File: config.mk
export PLATFORM = sky130hd
export DESIGN_NAME = mult_div
export DESIGN_NICKNAME = d
export VERILOG_FILES = /design/src/rtl/mult_div_pkg.sv /design/src/rtl/mult_div_div_step.sv /design/src/rtl/mult_div.sv
export SDC_FILE = /design/constraint.sdc
export NUM_CORES = 1
export LEC_CHECK = 0
export BUFFER_PORTS_ARGS = -buffer_cell sky130_fd_sc_hd__buf_2
export CORE_MARGIN = 2
export CORE_UTILIZATION = 45
export CTS_BUF_LIST = sky130_fd_sc_hd__clkbuf_8
export CTS_CLUSTER_DIAMETER = 30
export DETAILED_ROUTE_END_ITERATION = 10
export GPL_TIMING_DRIVEN = 0
export MAX_ROUTING_LAYER = met4
export PLACE_DENSITY_LB_ADDON = 0.12
export SLEW_MARGIN = 15
export SYNTH_ARGS = -nofsm -noshare
export SYNTH_HDL_FRONTEND = slang
export SYNTH_SLANG_ARGS = --single-unit
File: constraint.sdc
create_clock -name clock -period 3.85 [get_ports clock]
set_input_delay 0.385 -clock clock [delete_from_list [all_inputs] [get_ports clock]]
set_output_delay 0.385 -clock clock [all_outputs]
set_load 0.03 [all_outputs]
File: src/rtl/mult_div_pkg.sv
// Shared definitions for the iterative signed multiply/divide unit:
// FSM states, word/iteration sizes, exception causes and small helpers.
package mult_div_pkg;

  localparam int WORD  = 32;
  localparam int ITERS = 32;
  localparam int CNT_W = 5;

  localparam logic [CNT_W-1:0] CNT_ONE   = 1;
  localparam logic [CNT_W-1:0] LAST_ITER = CNT_W'(ITERS - 1);

  typedef enum logic [1:0] {
    S_IDLE = 2'd0,
    S_MULT = 2'd1,
    S_DIV  = 2'd2,
    S_DONE = 2'd3
  } state_t;

  // Why a completed operation raised data_exception.
  localparam logic [1:0] EXC_NONE     = 2'd0;
  localparam logic [1:0] EXC_MULT_OVF = 2'd1;
  localparam logic [1:0] EXC_DIV_ZERO = 2'd2;
  localparam logic [1:0] EXC_DIV_OVF  = 2'd3;

  // Two's complement negation of a word.
  function automatic logic [WORD-1:0] negate(input logic [WORD-1:0] v);
    return (~v) + {{(WORD-1){1'b0}}, 1'b1};
  endfunction

  // Unsigned magnitude of a signed word; 0x80000000 maps to 2^31.
  function automatic logic [WORD-1:0] magnitude(input logic [WORD-1:0] v);
    return v[WORD-1] ? negate(v) : v;
  endfunction

endpackage

File: src/rtl/mult_div_div_step.sv
// One restoring division iteration: shift the next dividend bit into the
// partial remainder, trial-subtract the divisor, keep or restore.
module div_step
  import mult_div_pkg::*;
(
  input  logic [WORD-1:0] rem_in,
  input  logic [WORD-1:0] quo_in,
  input  logic [WORD-1:0] divisor,
  output logic [WORD-1:0] rem_out,
  output logic [WORD-1:0] quo_out
);

  logic [WORD:0]   shifted;
  logic [WORD+1:0] diff;
  logic            qbit;

  // Trial subtraction; a borrow out of the top bit means restore.
  always_comb begin
    shifted = {rem_in, quo_in[WORD-1]};
    diff    = {1'b0, shifted} - {2'b00, divisor};
    qbit    = ~diff[WORD+1];
    rem_out = qbit ? diff[WORD-1:0] : shifted[WORD-1:0];
    quo_out = {quo_in[WORD-2:0], qbit};
  end

endmodule

File: src/rtl/mult_div.sv
// Iterative signed multiply (radix-2 Booth) and divide (restoring on
// magnitudes). Each operation takes a fixed 33 cycles from start to result.
//
// Handshake: ctrl_MULT/ctrl_DIV are single-cycle start pulses sampled
// together with the operands on the rising edge; a start in any state
// abandons whatever was in flight. data_resultRDY is high for exactly one
// cycle (state DONE) and data_result/data_exception are valid from then on,
// holding until the next completion. There is no back-pressure.
module mult_div
  import mult_div_pkg::*;
(
  input  logic            clock,
  input  logic            reset,
  input  logic [WORD-1:0] data_operandA,
  input  logic [WORD-1:0] data_operandB,
  input  logic            ctrl_MULT,
  input  logic            ctrl_DIV,
  output logic [WORD-1:0] data_result,
  output logic            data_exception,
  output logic            data_resultRDY,
  output logic [1:0]      dbg_state
);

  state_t            state_q, state_d;
  logic [CNT_W-1:0]  count_q;
  logic              fin_q;        // all ITERS iterations done, result next edge
  logic [2*WORD:0]   acc_q;        // MULT: {A, Q, q-1}; DIV: {0, rem, quo}
  logic [WORD-1:0]   opb_q;        // MULT: multiplicand; DIV: divisor magnitude
  logic              neg_q;        // DIV: operand signs differ
  logic              dbz_q;        // DIV: divisor is zero

  logic              start;
  logic              busy;
  logic [WORD:0]     booth_hi;
  logic [WORD:0]     booth_m;
  logic [WORD:0]     booth_sum;
  logic [2*WORD:0]   booth_next;
  logic [WORD-1:0]   div_rem;
  logic [WORD-1:0]   div_quo;
  logic [2*WORD:0]   step_next;
  logic [WORD-1:0]   fin_result;
  logic [1:0]        fin_cause;

  assign start          = ctrl_MULT | ctrl_DIV;
  assign busy           = (state_q == S_MULT) || (state_q == S_DIV);
  assign data_resultRDY = (state_q == S_DONE);
  assign dbg_state      = state_q;

  div_step u_div_step (
    .rem_in  (acc_q[2*WORD-1:WORD]),
    .quo_in  (acc_q[WORD-1:0]),
    .divisor (opb_q),
    .rem_out (div_rem),
    .quo_out (div_quo)
  );

  // Booth step: add/subtract the multiplicand in 33 bits, then shift right.
  // The 33rd sum bit is absorbed by the shift, so a 0x80000000 multiplicand
  // never overflows the 32-bit upper half.
  always_comb begin
    booth_hi = {acc_q[2*WORD], acc_q[2*WORD:WORD+1]};
    booth_m  = {opb_q[WORD-1], opb_q};
    unique case (acc_q[1:0])
      2'b01:   booth_sum = booth_hi + booth_m;
      2'b10:   booth_sum = booth_hi - booth_m;
      default: booth_sum = booth_hi;
    endcase
    booth_next = {booth_sum, acc_q[WORD:1]};
  end

  // Select the iteration matching the active operation.
  always_comb begin
    step_next = {1'b0, div_rem, div_quo};
    if (state_q == S_MULT) step_next = booth_next;
  end

  // Final result and exception cause from the finished accumulator.
  always_comb begin
    fin_result = acc_q[WORD:1];
    fin_cause  = EXC_NONE;
    if (state_q == S_MULT) begin
      if (acc_q[2*WORD:WORD+1] != {WORD{acc_q[WORD]}}) fin_cause = EXC_MULT_OVF;
    end else if (dbz_q) begin
      fin_result = '0;
      fin_cause  = EXC_DIV_ZERO;
    end else begin
      fin_result = neg_q ? negate(acc_q[WORD-1:0]) : acc_q[WORD-1:0];
      if (acc_q[WORD-1] && !neg_q) fin_cause = EXC_DIV_OVF;
    end
  end

  // State register.
  always_ff @(posedge clock or negedge reset) begin
    if (!reset) state_q <= S_IDLE;
    else        state_q <= state_d;
  end

  // Next state: a start always wins; otherwise run, complete, return to idle.
  always_comb begin
    state_d = state_q;
    if (start) begin
      state_d = ctrl_MULT ? S_MULT : S_DIV;
    end else begin
      unique case (state_q)
        S_IDLE:         state_d = S_IDLE;
        S_MULT, S_DIV:  if (fin_q) state_d = S_DONE;
        S_DONE:         state_d = S_IDLE;
        default:        state_d = S_IDLE;
      endcase
    end
  end

  // Datapath: operand capture, one iteration per cycle, result commit.
  always_ff @(posedge clock or negedge reset) begin
    if (!reset) begin
      count_q        <= '0;
      fin_q          <= 1'b0;
      acc_q          <= '0;
      opb_q          <= '0;
      neg_q          <= 1'b0;
      dbz_q          <= 1'b0;
      data_result    <= '0;
      data_exception <= 1'b0;
    end else if (start) begin
      count_q <= '0;
      fin_q   <= 1'b0;
      if (ctrl_MULT) begin
        acc_q <= {{WORD{1'b0}}, data_operandB, 1'b0};
        opb_q <= data_operandA;
        neg_q <= 1'b0;
        dbz_q <= 1'b0;
      end else begin
        acc_q <= {{(WORD+1){1'b0}}, magnitude(data_operandA)};
        opb_q <= magnitude(data_operandB);
        neg_q <= data_operandA[WORD-1] ^ data_operandB[WORD-1];
        dbz_q <= (data_operandB == '0);
      end
    end else if (busy && !fin_q) begin
      acc_q   <= step_next;
      count_q <= count_q + CNT_ONE;
      if (count_q == LAST_ITER) fin_q <= 1'b1;
    end else if (busy && fin_q) begin
      data_result    <= fin_result;
      data_exception <= (fin_cause != EXC_NONE);
      fin_q          <= 1'b0;
    end
  end

endmodule

; ---- Word level (Yosys, flattened, before mapping)
; Cells that the tools add are included.
[word_totals]
regBits = 140
input_bits = 68
output_inout_bits = 36
word_cells = 79
[op_classes]
n_addsub = 7
eq_ne = 10
n_mux = 28
bitwise = 8
reduce_logical = 16
[op_table]
columns = op, count
row1 = $mux W32, 7
row2 = $mux W65, 3
row3 = $add A32 B1 Y32 const B, 3
row4 = $not A32 Y32, 3
row5 = $pmux W33 S2, 1
row6 = $sub A33 B32 Y34, 1
row7 = $add A32 B32 Y33, 1
row8 = $mux W33, 1
row9 = $sub A32 B32 Y33, 1
row10 = $logic_not A32 Y1, 1
row11 = $ne A32 B32 Y1, 1
row12 = $mux W2, 6
row13 = $mux W5, 2
row14 = $mux W1, 7
row15 = $eq A2 B2 Y1 const B, 3
row16 = $add A5 B1 Y5 const B, 1
row17 = $eq A5 B5 Y1 const B, 1
row18 = $eq A2 B1 Y1 const B, 2
row19 = $ne A4 B2 Y1 const B, 1
row20 = $pmux W2 S2, 1
row21 = $reduce_and A2 Y1, 2
row22 = $reduce_bool A2 Y1, 2
row23 = $reduce_or A2 Y1, 2
row24 = $logic_and A1 B1 Y1, 3
row25 = other kinds (10), 13

; ---- Longest topological paths before layout
; Gate-level depths: netlist of the first run.
[logic_depth]
word_depth = 6
ltp_mapped = 20
ltp_nobuf = 20

; ---- Modules after synthesis
; Synthesis of the first run repeated with hierarchy kept, for this count alone.
[hier_totals]
hier_cells = 1906
hier_area_um2 = 14356.3
[by_module_without_submodules]
columns = module, instances, cells_each, area_per_inst_um2, seq_area_each_um2
row1 = mult_div, 1, 1502, 11742.5, 3503.4
row2 = div_step, 1, 404, 2613.8, 0.0

; ---- Worst setup path after synthesis of the first run
; OpenSTA, ideal clock, no wires.
[synth_timing]
path_kind = register -> register
startpoint = register opb_q[3]
endpoint = register acc_q[64]
setup_ps = 126
arrival_time_ps = 4004
t_required_ps = 3724
slack_ps = -281
path_stages_with_launch = 20
path_buffers = 0
period_less_slack_ps = 4131
path_cell_list = dfrtp_1 nor3_1 and3_1 inv_1 nor2_1 nand2_1 nor4_1 a21o_1 o21ai_0 xnor2_1 ha_1 and4_1 a221oi_1 and3_1 a21o_1 a21oi_1 a41o_1 o41ai_1 a21oi_1 a311o_1
[synth_via]
elab_chain_len = 5
word_cells_on_any_way = 6
classes_between = add/sub (2) / mux (4)
[synth_rtl]
columns = item, line_no
row1 = "start, declared", mult_div.sv:28  ; logic [WORD-1:0] opb_q;
row2 = "start signal, assigned", mult_div.sv:129  ; opb_q <= data_operandA;
row3 = "start signal, assigned", mult_div.sv:134  ; opb_q <= magnitude(data_operandB);
row4 = $sub A32 B32 Y33 / $add A32 B32 Y33 (equally long branches), "mult_div.sv:65, mult_div.sv:64"
row5 = $pmux W33 S2 *, mult_div.sv:63  ; unique case (acc_q[1:0])
row6 = $mux W65 *, mult_div.sv:74  ; if (state_q == S_MULT) step_next = booth_next;
row7 = $mux W65 *, mult_div.sv:138  ; end else if (busy && !fin_q) begin
row8 = $mux W65 *, mult_div.sv:124  ; end else if (start) begin
row9 = "end signal, assigned", mult_div.sv:128  ; acc_q <= {{WORD{1'b0}}, data_operandB, 1'b0};
row10 = "end signal, assigned", mult_div.sv:133  ; acc_q <= {{(WORD+1){1'b0}}, magnitude(data_operandA)};
row11 = "end signal, assigned", mult_div.sv:139  ; acc_q <= step_next;
row12 = "end, declared", mult_div.sv:27  ; logic [2*WORD:0] acc_q;
; Every way passes the cells marked *; elsewhere a longest branch is shown, timed or not. The select of a mux whose other input is x is not followed.
; A chain may end at the register's enable or synchronous reset.

; ---- Final worst setup path of the first run
[layout_timing]
startpoint = register opb_q[6]
endpoint = register acc_q[64]
; Same word-level chain as after synthesis.

==> results of run 1 <==
[layout make-up]
type,instances,area share
timing repair buffer,139,0.05240
buffer,114,0.02959
clock inverter,14,0.01369
sequential,140,0.2212
multi-input combinational,1489,0.6205
tap,390,0.03069
inverter,73,0.01723
clock buffer,17,0.01471
[layout by cell type, fill, tap and decap left out, types with 10 or more instances in the layout]
| cell type | instances |
|---|---|
| and3_1 | 12 |
| buf_4 | 36 |
| nand2b_1 | 13 |
| dfrtp_2 | 11 |
| a211oi_1 | 51 |
| o21ai_0 | 152 |
| buf_2 | 101 |
| a31oi_1 | 20 |
| inv_1 | 64 |
| nor3_1 | 23 |
| a21o_1 | 30 |
| nand4_1 | 18 |
| o21a_1 | 14 |
| o31ai_1 | 27 |
| clkbuf_1 | 89 |
| o21ai_1 | 11 |
| xnor2_1 | 98 |
| a21oi_2 | 10 |
| buf_1 | 15 |
| a21oi_1 | 169 |
| ha_1 | 67 |
| nor2_1 | 135 |
| xor2_1 | 63 |
| or4_1 | 13 |
| nor4_1 | 23 |
| nand3_1 | 29 |
| and2_1 | 21 |
| clkbuf_8 | 17 |
| mux2i_1 | 32 |
| o211ai_1 | 26 |
| dfrtp_1 | 129 |
| nand2_1 | 222 |
| a22oi_1 | 16 |
| or3_1 | 18 |
[sequential cells by signal (all words and copies together), names as in the netlist]
name / cells
acc_q: 65
count_q: 5
data_exception: 1
data_result: 32
dbg_state: 2
dbz_q: 1
fin_q: 1
neg_q: 1
opb_q: 32
[tightest hold or removal path, stage by stage]
cell and delay [ps]:
buf_2 120, inv_1 50, a21oi_1 50
[cell families after synthesis]
family,count (synthesis),share of synthesized area
AO/OA/AOI/OAI,632,0.2894
AND/OR/NAND/NOR,575,0.1958
buffers and inverters,189,0.05198
XOR/XNOR,164,0.1049
flip-flops,140,0.2558
adder cells (fa/ha/maj),76,0.07053
multiplexers,42,0.03161
[final timing paths]
kind / slack (ps) / endpoint / startpoint / cells past startpoint
worst max register to register: -360 / acc_q[64]$_DFFE_PN0P_ / opb_q[6]$_DFFE_PN0N_ / 18
worst min register to register: 520 / data_exception$_DFFE_PN0P_ / data_exception$_DFFE_PN0P_ / 1
min in group asynchronous: 390 / acc_q[59]$_DFFE_PN0N_ / reset / 2
worst max-delay path: -360 / acc_q[64]$_DFFE_PN0P_ / opb_q[6]$_DFFE_PN0N_ / 18
worst min-delay path: 160 / acc_q[31]$_DFFE_PN0N_ / data_operandB[30] / 3
max in group asynchronous: 2570 / opb_q[3]$_DFFE_PN0N_ / reset / 3
[power groups by stage]
stage               logic [W]  clock network (W)  registers, W
global placement      0.00237                  0       0.00179
detailed placement    0.00239                  0       0.00179
CTS                   0.00251            0.00145       0.00176
finish                0.00264            0.00145       0.00178
floorplan             0.00169                  0       0.00174
global route          0.00288            0.00153       0.00179
[per-layer routing]
metal	GRT usage	vias up
met5	-	-
met4	0.1253	0
met3	0.06628	128
met2	0.5125	706
met1	0.4854	7223
li1	-	6920
[per-stage QoR]
step	worst slack, ps	hold slack (ps)	util	cells	power, W
2_1_floorplan	15.26	89.41	-	1818	0.003424
3_3_place_gp	-1299	488.2	0.4941	2308	0.004156
3_5_place_dp	-1341	340.8	0.4953	2309	0.004179
4_1_cts	-312.4	146.4	0.5243	2364	0.005718
5_1_grt	-539.6	158.0	0.5337	2376	0.006188
6_report	-358.5	162.7	0.5337	2376	0.005868
[synth_stat cells, types with 5 or more instances]
cell / count
nand2_1: 225
a21oi_1: 180
o21ai_0: 164
nor2_1: 141
dfrtp_1: 140
xnor2_1: 101
clkbuf_1: 96
ha_1: 74
inv_1: 73
xor2_1: 63
a211oi_1: 56
mux2i_1: 32
nand3_1: 31
o31ai_1: 31
a21o_1: 30
o211ai_1: 26
nor3_1: 25
nor4_1: 25
and2_1: 22
a31oi_1: 20
buf_1: 18
nand4_1: 18
or3_1: 18
a22oi_1: 17
o21a_1: 14
and3_1: 13
nand2b_1: 13
or4_1: 13
mux2_2: 10
nor2b_1: 10
o41ai_1: 10
o21bai_1: 8
a221oi_1: 7
a41oi_1: 7
o22ai_1: 7
a21boi_0: 6
o221ai_1: 6
o311ai_0: 5
[timing repair]
action                                 CTS  global route
pin swaps                               39            50
setup endpoints to repair               31            30
hold buffers                             1             0
resized for setup                       74            60
gates cloned                             0             0
buffers inserted                        26            15
endpoints found under the hold margin   54             0
==> out/qor.txt, run 1 <==
Max Fclk -> 237.6 MHz
Grt ovf -> 0
Metal1 wirelength -> 24250 um
Clock Latency Late Sink -> 490 ps
Fillers -> 3010
Gpl congestion -> 0.9595
Setup crit end kind -> flop
Worst-path clk slew -> 90 ps
Final worst setup slack -> -358.5 ps
Failing checks -> setup timing
First-pass GRT wire length -> 83190 um
Clock network power share -> 0.247
Post-synth EDFFs -> 0
Comb pwr share -> 0.450
Startpoint type of the worst setup path -> flop
Internal -> 0.003360 W
Worst Setup Path Type -> flop to flop
CP max stage delay -> 450 ps
Ys async rst share -> 1.000
Hold Fails Final Rpt -> 0
Initial antenna violation count -> 0
Num Clock Sinks -> 140
Total of max-cap violations -> 0
Crit path time final -> 4208 ps
Critical Path, Cell by Cell -> inv_2 -> nand4_1 -> buf_6 -> nor4_4 -> nand4_1 -> nor2_2 -> a31oi_1 -> xnor2_1 -> ha_1 -> and4_4 -> and2_4 -> o211ai_1 -> a21o_1 -> a21oi_2 -> a41o_1 -> o41ai_4 -> a21boi_1 -> a311o_1
Worst clock skew -> 29.80 ps
Post-synth top area share -> 0.2558
Number of core rows -> 63
Sum Neg Setup Slack -> -1059 ps
Largest net degree at the start of global routing -> 87
Post-Syn Area -> 13700 um2
Die Footprint -> 31850 um2
Combined buffer and inverter count along the critical path -> 2
Worst-case vdd ir drop -> 0.2233 mV
DRT iter0 DRCs -> 1709
Slowest-stage cell, CP -> dfrtp_1
Routed wire per std cell -> 22.70 um
Vias per Instance -> 6.303
Met2 wire length -> 23370 um
CP Data Required Time -> 4210 ps
# IOs -> 104
Nets -> 2118
Lkg Pwr -> 6.892 nW
CTS root buffer -> clkbuf_8
Number of nets still failing antenna checks after routing -> 0
Worst hold path class -> input port to flop
Syn nets -> 1962
Vias in the first global route -> 14274
Total GRT Usage -> 0.3518
I/O Buffers -> 100
Net Switching -> 0.002508 W
Final wirelength -> 53920 um
Synth area leader -> dfrtp_1
Final setup viols -> 7
Number of CTS-inserted buffers -> 17
Synthesized flop and latch total -> 140
RSZ-0062 raised after global routing -> true
Delay-heaviest family, CP -> compound AO/OA/AOI/OAI gates
Final worst-path cycle share -> 1.093
CTS tree -> built
Total number of vias -> 14977
Routed wl met3 -> 4493 um
Slew at the pin with the worst max-slew slack -> 950.8 ps
Ant diodes -> 0
# DRC -> 0
Max Root-Sink Buffers -> 2
Uppermost layer routed -> met4
Slew HR -> 0.3661
Placeable Area -> 29800 um2
PD cells -> 369.0 nW/um2
Top post-synthesis cells by area -> dfrtp_1, ha_1, a21oi_1
Sequential area share after synthesis -> 0.2558
Finished Cell Area -> 15900 um2
Switch share -> 0.4275
Yosys warning count -> 0
Area after DPL -> 14760 um2
Layout area overhead -> 16.11%
Crit Path Max Fanout -> 5
Die H -> 178.5 um
Detailed placer's ending HPWL -> 41280 um
DR pass1 iterations -> 6
Multi-input logic area -> 9867 um2
Sequential Power Share -> 0.303
CP arrival -> 4570 ps
Share of cells above drive strength 1 -> 0.1440
Slew Limit Fails -> 0
Die W -> 178.5 um
Initial Utilization -> 0.4596
Mapped Avg Cell Area -> 7.533 um2
Yosys cell types -> 71
Main synth FF type -> dfrtp_1
Cells after Synth -> 1818
Sequential Area -> 3517 um2
Htree depth -> 4
Top cell by count, worst path -> nand4_1
Status -> finished with violations
Note: power is estimated with default switching activity, not from simulation.
==> inputs of run 2 (changes only) <==
--- a/config.mk
+++ b/config.mk
@@ -5,6 +5,7 @@
 export SDC_FILE = /design/constraint.sdc
 export NUM_CORES = 1
 export LEC_CHECK = 0
+export ABC_AREA = 1
 export BUFFER_PORTS_ARGS = -buffer_cell sky130_fd_sc_hd__buf_2
 export CORE_MARGIN = 2
 export CORE_UTILIZATION = 45
==> run 2 against run 1 <==
  * The run now ends clean
  * Largest power group unchanged
  * Combinational power rose by 20%
  * Clock power barely moved
  * Setup slack improved by 480 ps
  * Global-route usage rose by 5.2 points
  * Synthesized cell count rose by 34%
  * Via count rose by 23%
  * Power rose by 9.5%
  * First-iteration DRC count rose by 32%
  * Die area rose by 10%
  * Cell area rose by 7.4%
==> out/qor.txt, run 2 <==
Mapped Avg Cell Area -> 6.185 um2 (-18%)
Syn nets -> 2588 (+32%)
Combined buffer and inverter count along the critical path -> 1 (-1)
# IOs -> 104 (unchanged)
Biggest register -> acc_q
Htree depth -> 4 (unchanged)
Sum Neg Setup Slack -> 0 ps (+1059 ps)
Final wirelength -> 69160 um (+28%)
Top cell by count, worst path -> nand2_1
Die W -> 187.3 um (+4.9%)
CTS root buffer -> clkbuf_8
Post-synth top cells -> nand2_1, nor2_1, inv_1, a21oi_1, nand3_1
Lkg Pwr -> 8.319 nW (+21%)
Worst-case vdd ir drop -> 0.2259 mV (+1.1%)
DR pass1 iterations -> 8 (+2)
Crit path time final -> 3725 ps (-483.0 ps)
Yosys warning count -> 0 (unchanged)
Initial antenna violation count -> 2 (+2)
Number of CTS-inserted buffers -> 17 (unchanged)
Fin util -> 0.5131 (-0.02061)
Number of core rows -> 67 (+6.3%)
Setup crit end kind -> flop
Total number of vias -> 18391 (+23%)
Initial Utilization -> 0.4542 (-0.005418)
Slew HR -> 0.1916 (-0.1745)
CP Data Required Time -> 4280 ps (+70 ps)
Critical Path, Cell by Cell -> inv_2 -> ha_2 -> nand4_1 -> nor3_4 -> nand4_1 -> nand2_1 -> xor2_1 -> ha_1 -> a21oi_1 -> o21ai_1 -> a21oi_1 -> nor2_1 -> nor2_2 -> nand2_1 -> nand2_1 -> nand3_1 -> nand2_1 -> nand3_1 -> nand2_1
Num Clock Sinks -> 140 (unchanged)
CTS tree -> built
Yosys cell types -> 60 (-15%)
I/O Buffers -> 101 (+1.0%)
Post-synth top area share -> 0.2317 (-0.02405)
Vias in the first global route -> 16994 (+19%)
Max FFs per register -> 65 (unchanged)
Final worst-path cycle share -> 0.9677 (-0.1255)
Max Root-Sink Buffers -> 2 (unchanged)
Post-synth EDFFs -> 0 (unchanged)
RSZ-0062 raised after global routing -> true
CP arrival -> 4160 ps (-410 ps)
Number of nets still failing antenna checks after routing -> 0 (unchanged)
CP max stage delay -> 410 ps (-40 ps)
Most frequent cells in the layout -> nand2_1, inv_1, nor2_1
Main synth FF type -> dfrtp_1
Worst hold path class -> input port to flop
Total GRT Usage -> 0.4038 (+0.05207)
Final setup viols -> 0 (-7)
DRT iter0 DRCs -> 2255 (+32%)
Clock Latency Late Sink -> 500 ps (about the same)
Slew Limit Fails -> 0 (unchanged)
Hold Fails Final Rpt -> 0 (unchanged)
Largest net degree at the start of global routing -> 87 (unchanged)
Worst-path clk slew -> 100 ps (about the same)
Worst Setup Path Type -> flop to flop
Detailed placer's ending HPWL -> 56140 um (+36%)
Slew at the pin with the worst max-slew slack -> 1213 ps (+261.8 ps)
Share of cells above drive strength 1 -> 0.1191 (-0.02495)
Commonest non-fill, non-tap cell in the layout -> nand2_1
First-pass GRT wire length -> 104200 um (+25%)
Cell with the most instances after synthesis -> nand2_1
Ys async rst share -> 1.000 (unchanged)
Delay-heaviest family, CP -> simple AND/OR/NAND/NOR gates
Gpl congestion -> 1.060 (+11%)
Synthesized flop and latch total -> 140 (unchanged)
Max Fclk -> 268.4 MHz (+13%)
Nets -> 2718 (+28%)
Cells after Synth -> 2444 (+34%)
Sequential area share after synthesis -> 0.2317 (-0.02405)
Total of max-cap violations -> 0 (unchanged)
Startpoint type of the worst setup path -> flop
Placeable Area -> 33280 um2 (+12%)
Top post-synthesis cells by area -> dfrtp_1, nand2_1, a21oi_1
Routed wire per std cell -> 22.76 um (+0.30%)
Layout area overhead -> 12.95%
Final Power -> 0.006423 W (+9.5%)
Top flop regs -> acc_q (65), data_result (32), opb_q (32)
Die Footprint -> 35080 um2 (+10%)
Slowest-stage cell, CP -> dfrtp_1
Vias per Instance -> 6.054 (-4.0%)
PD cells -> 376.2 nW/um2 (+1.9%)
Crit Path Max Fanout -> 5 (unchanged)
Worst clock skew -> 21.45 ps (-8.348 ps)
# DRC -> 0 (unchanged)
Post-Syn Area -> 15120 um2 (+10%)
Die H -> 187.3 um (+4.9%)
Worst hold margin -> 130.6 ps (-32.04 ps)
Synth area leader -> dfrtp_1
Grt ovf -> 0 (unchanged)
Status -> finished, final reports clean
==> run 2: cell count changes after synthesis, moves of 25 or more <==
| cell | change |
|---|---|
| nand2_1 | +389 |
| inv_1 | +194 |
| nand3_1 | +178 |
| nor2_1 | +131 |
| xnor2_1 | -82 |
| a211oi_1 | -53 |
| o21ai_0 | -34 |
| mux2i_1 | -32 |
| clkbuf_1 | -30 |
| a21oi_1 | +29 |
| o31ai_1 | -28 |
| nand4_1 | +27 |
| o21ai_1 | +26 |
| a31oi_1 | +25 |
==> run 2: what timing repair did <==
| action | 4_1_cts | 5_1_grt |
|---|---|---|
| buffers inserted | 4 | 4 |
| cloned | 0 | 0 |
| hold buffers | 1 | 0 |
| resized for setup | 27 | 75 |
| pin swaps | 5 | 11 |
| endpoints found under the hold margin | 85 | 0 |
| setup endpoints to repair | 29 | 24 |
==> run 2: stage by stage <==
step,instances,instance area (um2),worst slack [ps]
global route,3038,17080,-21.87
CTS,3031,16780,3.755
floorplan,2444,15120,821.8
finish,3038,17080,124.5
global placement,2993,16180,-860.5
detailed placement,2994,16220,-891.8
==> run 2: where the power goes <==
part	internal (W)	total (W)	switching [W]	leakage [nW]
combinational	0.000932	0.00316	0.00223	6.35
sequential	0.00161	0.00182	0.000212	1.76
clock	0.000724	0.00144	0.000719	0.207
total	0.00326	0.00642	0.00316	8.32
==> run 2: worst paths after layout <==
path | startpoint | end | slack [ps] | depth (start not counted)
worst min register to register | data_exception$_DFFE_PN0P_ | data_exception$_DFFE_PN0P_ | 480 | 2
worst min-delay path | ctrl_DIV | dbg_state[0]$_DFFE_PN0P_ | 130 | 2
worst max-delay path | opb_q[1]$_DFFE_PN0N_ | acc_q[59]$_DFFE_PN0N_ | 120 | 19
max in group asynchronous | reset | acc_q[1]$_DFFE_PN0N_ | 2550 | 3
worst max register to register | opb_q[1]$_DFFE_PN0N_ | acc_q[59]$_DFFE_PN0N_ | 120 | 19
min in group asynchronous | reset | data_result[29]$_DFFE_PN0P_ | 500 | 2
==> run 2: final cells by class <==
type | count | area [um2]
fillers | 3514 | 16210
inverters | 280 | 1055
flip-flops and latches | 140 | 3506
repair buffers | 111 | 613.1
clock buffers | 18 | 247.7
diodes | 3 | 7.507
well taps | 448 | 560.5
clock inverters | 14 | 193.9
multi-input cells | 1935 | 10500
plain buffers | 89 | 395.4
==> run 2: kinds of logic (layout without fill, tap and decap cells) <==
group	after synthesis	in the layout	share of synthesized area
other cells	0	3	0
flops	140	140	0.2317
fa+ha+maj	76	76	0.06390
xor+xnor	90	90	0.05214
buf+inv	369	512	0.09510
simple gates	1255	1255	0.3625
compound gates	514	514	0.1946
==> run 2: routing by layer <==
layer	GRT usage	wire length [um]
met2	0.5362	26730
met3	0.1075	8811
met1	0.5915	31520
met5	-	0
met4	0.1148	2095
==> inputs of run 3 (changes only) <==
--- a/config.mk
+++ b/config.mk
@@ -9,7 +9,6 @@
 export BUFFER_PORTS_ARGS = -buffer_cell sky130_fd_sc_hd__buf_2
 export CORE_MARGIN = 2
 export CORE_UTILIZATION = 45
-export CTS_BUF_LIST = sky130_fd_sc_hd__clkbuf_8
 export CTS_CLUSTER_DIAMETER = 30
 export DETAILED_ROUTE_END_ITERATION = 10
 export GPL_TIMING_DRIVEN = 0
==> constraint.sdc (replaced) <==
create_clock -name clock -period 3.85 [get_ports clock]
set_input_delay 0.77 -clock clock [delete_from_list [all_inputs] [get_ports clock]]
set_output_delay 0.77 -clock clock [all_outputs]
set_load 0.03 [all_outputs]
==> run 3 against run 2 <==
  * Register-to-register slack better by 40 ps
  * Hold slack better by 210 ps
  * Maximum frequency is 1.1% higher
  * Combinational power hardly changed
==> out/qor.txt, run 3 (synthesized netlist as in run 2, its figures left out) <==
Placeable Area -> 33280 um2 (unchanged)
Slew at the pin with the worst max-slew slack -> 1289 ps (+76.14 ps)
R2R Path End -> acc_q[52]$_DFFE_PN0N_
Worst r2r src -> opb_q[1]$_DFFE_PN0N_
# IOs -> 104 (unchanged)
Slew HR -> 0.1408 (-0.05076)
Fillers -> 3474 (-1.1%)
Layout area overhead -> 14.50%
CTS root buffer -> clkbuf_16
Nets -> 2718 (unchanged)
Internal -> 0.003651 W (+12%)
Sequential Power Share -> 0.265 (-0.018)
Grt ovf -> 0 (unchanged)
Worst clock skew -> 13.78 ps (-7.664 ps)
Max Root-Sink Buffers -> 2 (unchanged)
CP Data Required Time -> 4230 ps (-50 ps)
GRT met3 Usage -> 0.1141 (+0.006567)
Routed wire per std cell -> 22.82 um (+0.25%)
Crit path time final -> 3685 ps (-40.01 ps)
Most frequent cells in the layout -> nand2_1, inv_1, nor2_1
Global route hottest layer -> met1
CTS Hold Bufs -> 0 (-1)
DP Cell Count -> 2994 (unchanged)
DRT iter0 DRCs -> 2401 (+6.5%)
Startpoint type of the worst setup path -> flop
Die H -> 187.3 um (unchanged)
Vias per Instance -> 6.082 (+0.47%)
Detailed placer's ending HPWL -> 56140 um (unchanged)
Fin util -> 0.5201 (+0.007031)
GR Layer Usage met1 -> 0.5896 (-0.001876)
CP arrival -> 4070 ps (-90 ps)
Die Footprint -> 35080 um2 (unchanged)
Total of max-cap violations -> 0 (unchanged)
Die W -> 187.3 um (unchanged)
Commonest non-fill, non-tap cell in the layout -> nand2_1
Hold Fails Final Rpt -> 0 (unchanged)
Met2 Use GR -> 0.5372 (+0.001001)
Crit Path Max Fanout -> 5 (unchanged)
DR pass1 iterations -> 6 (-2)
Initial antenna violation count -> 2 (unchanged)
Clock Latency Late Sink -> 450 ps (-50 ps)
R2r setup slk -> 160 ps (+40 ps)
CTS tree -> built
Final setup viols -> 0 (unchanged)
Gpl congestion -> 1.060 (unchanged)
Worst hold margin -> 344.0 ps (+213.4 ps)
Htree depth -> 4 (unchanged)
Net Switching -> 0.003231 W (+2.2%)
Switch share -> 0.4695 (-0.02274)
First-pass GRT wire length -> 104700 um (+0.50%)
Worst-case vdd ir drop -> 0.3584 mV (+59%)
I/O Buffers -> 101 (unchanged)
Comb pwr share -> 0.463 (-0.029)
Share of cells above drive strength 1 -> 0.1218 (+0.002706)
Top flop regs -> acc_q (65), data_result (32), opb_q (32)
Worst-path clk slew -> 70 ps (-30 ps)
Slew Limit Fails -> 0 (unchanged)
Number of nets still failing antenna checks after routing -> 0 (unchanged)
Vias in the first global route -> 17014 (+0.12%)
Total number of vias -> 18484 (+0.51%)
Critical Path End -> acc_q[52]$_DFFE_PN0N_
Setup crit end kind -> flop
Final Non-Filler Cells -> 3039 (+0.033%)
Number of CTS-inserted buffers -> 17 (unchanged)
Worst Setup Path Type -> flop to flop
Initial Utilization -> 0.4542 (unchanged)
# DRC -> 0 (unchanged)
Total GRT Usage -> 0.4059 (+0.002031)
Max Fclk -> 271.3 MHz (+1.1%)
Max FFs per register -> 65 (unchanged)
PD cells -> 397.6 nW/um2 (+5.7%)
Lkg Pwr -> 8.420 nW (+1.2%)
Num Clock Sinks -> 140 (unchanged)
Final worst-path cycle share -> 0.9573 (-0.01039)
Worst hold path class -> input port to asynchronous set/reset pin
Number of core rows -> 67 (unchanged)
Largest net degree at the start of global routing -> 87 (unchanged)
R2R depth -> 20 (+1)
Worst setup path startpoint -> opb_q[1]$_DFFE_PN0N_
Final wirelength -> 69360 um (+0.29%)
Status -> finished, final reports clean
Clock network power share -> 0.273 (+0.048)
Biggest register -> acc_q
-- run 3: area by class of cell --
cell class / count / area [um2] / share of cell area
inverters: 280 / 1055 / 0.06094
repair buffers: 111 / 610.6 / 0.03528
plain buffers: 89 / 396.6 / 0.02291
multi-input cells: 1935 / 10540 / 0.6088
flip-flops and latches: 140 / 3506 / 0.2025
clock buffers: 18 / 439.2 / 0.02537
well taps: 448 / 560.5 / 0.03238
diodes: 4 / 10.01 / 0.0005783
clock inverters: 14 / 193.9 / 0.01120
-- run 3: metrics by stage --
| stage | area, um2 | power [W] | setup TNS (ps) | setup WS (ps) |
|---|---|---|---|---|
| floorplan | 15120 | 0.003686 | 0 | 821.8 |
| global placement | 16180 | 0.004747 | -21770 | -860.5 |
| detailed placement | 16220 | 0.004760 | -12150 | -891.8 |
| CTS | 16960 | 0.006647 | 0 | 10.19 |
| global route | 17310 | 0.007209 | -1.288 | -1.288 |
| finish | 17310 | 0.006882 | 0 | 164.5 |
-- run 3: critical path, stage by stage (launching register included) --
cell	delay, ps
dfrtp_1	400
inv_2	100
ha_2	200
nand4_1	210
nor3_4	270
buf_4	160
nand2_1	40
nand2_1	110
xor2_1	150
inv_1	110
ha_1	360
nand2_1	220
nor2_1	270
nand4_1	120
nand2_1	250
nand2_1	130
nand3_1	90
nand3_1	130
a21oi_1	180
nand2_1	60
nand2_1	60
-- run 3: how the worst min path moves through the flow --
| stage | startpoint | cells past startpoint | endpoint |
|---|---|---|---|
| final | reset | 1 | data_result[28]$_DFFE_PN0P_ |
| after CTS | reset | 1 | data_result[27]$_DFFE_PN0P_ |
| after global routing | reset | 1 | data_result[27]$_DFFE_PN0P_ |
| after global placement | data_exception$_DFFE_PN0P_ | 2 | data_exception$_DFFE_PN0P_ |
| after floorplan | reset | 0 | acc_q[0]$_DFFE_PN0N_ |
| after detailed placement | data_exception$_DFFE_PN0P_ | 2 | data_exception$_DFFE_PN0P_ |
-- run 3: what timing repair did --
action	in CTS	in global routing
cloned	0	0
gates resized for setup	27	86
buffers inserted	5	4
pin swaps	6	14
endpoints found under the setup margin	29	24
-- run 3: per-layer routing --
layer | part of all wire | vias up
met4 | 0.030 | 0
met3 | 0.13 | 126
met2 | 0.39 | 1109
li1 | - | 8442
met1 | 0.45 | 8807
met5 | 0 | -
-- run 3: power by group through the flow --
stage	sequential, W	combinational (W)	clock, W
global placement	0.00183	0.00291	0
finish	0.00182	0.00318	0.00188
CTS	0.00181	0.00296	0.00187
detailed placement	0.00183	0.00293	0
floorplan	0.00182	0.00187	0
global route	0.00184	0.00345	0.00193
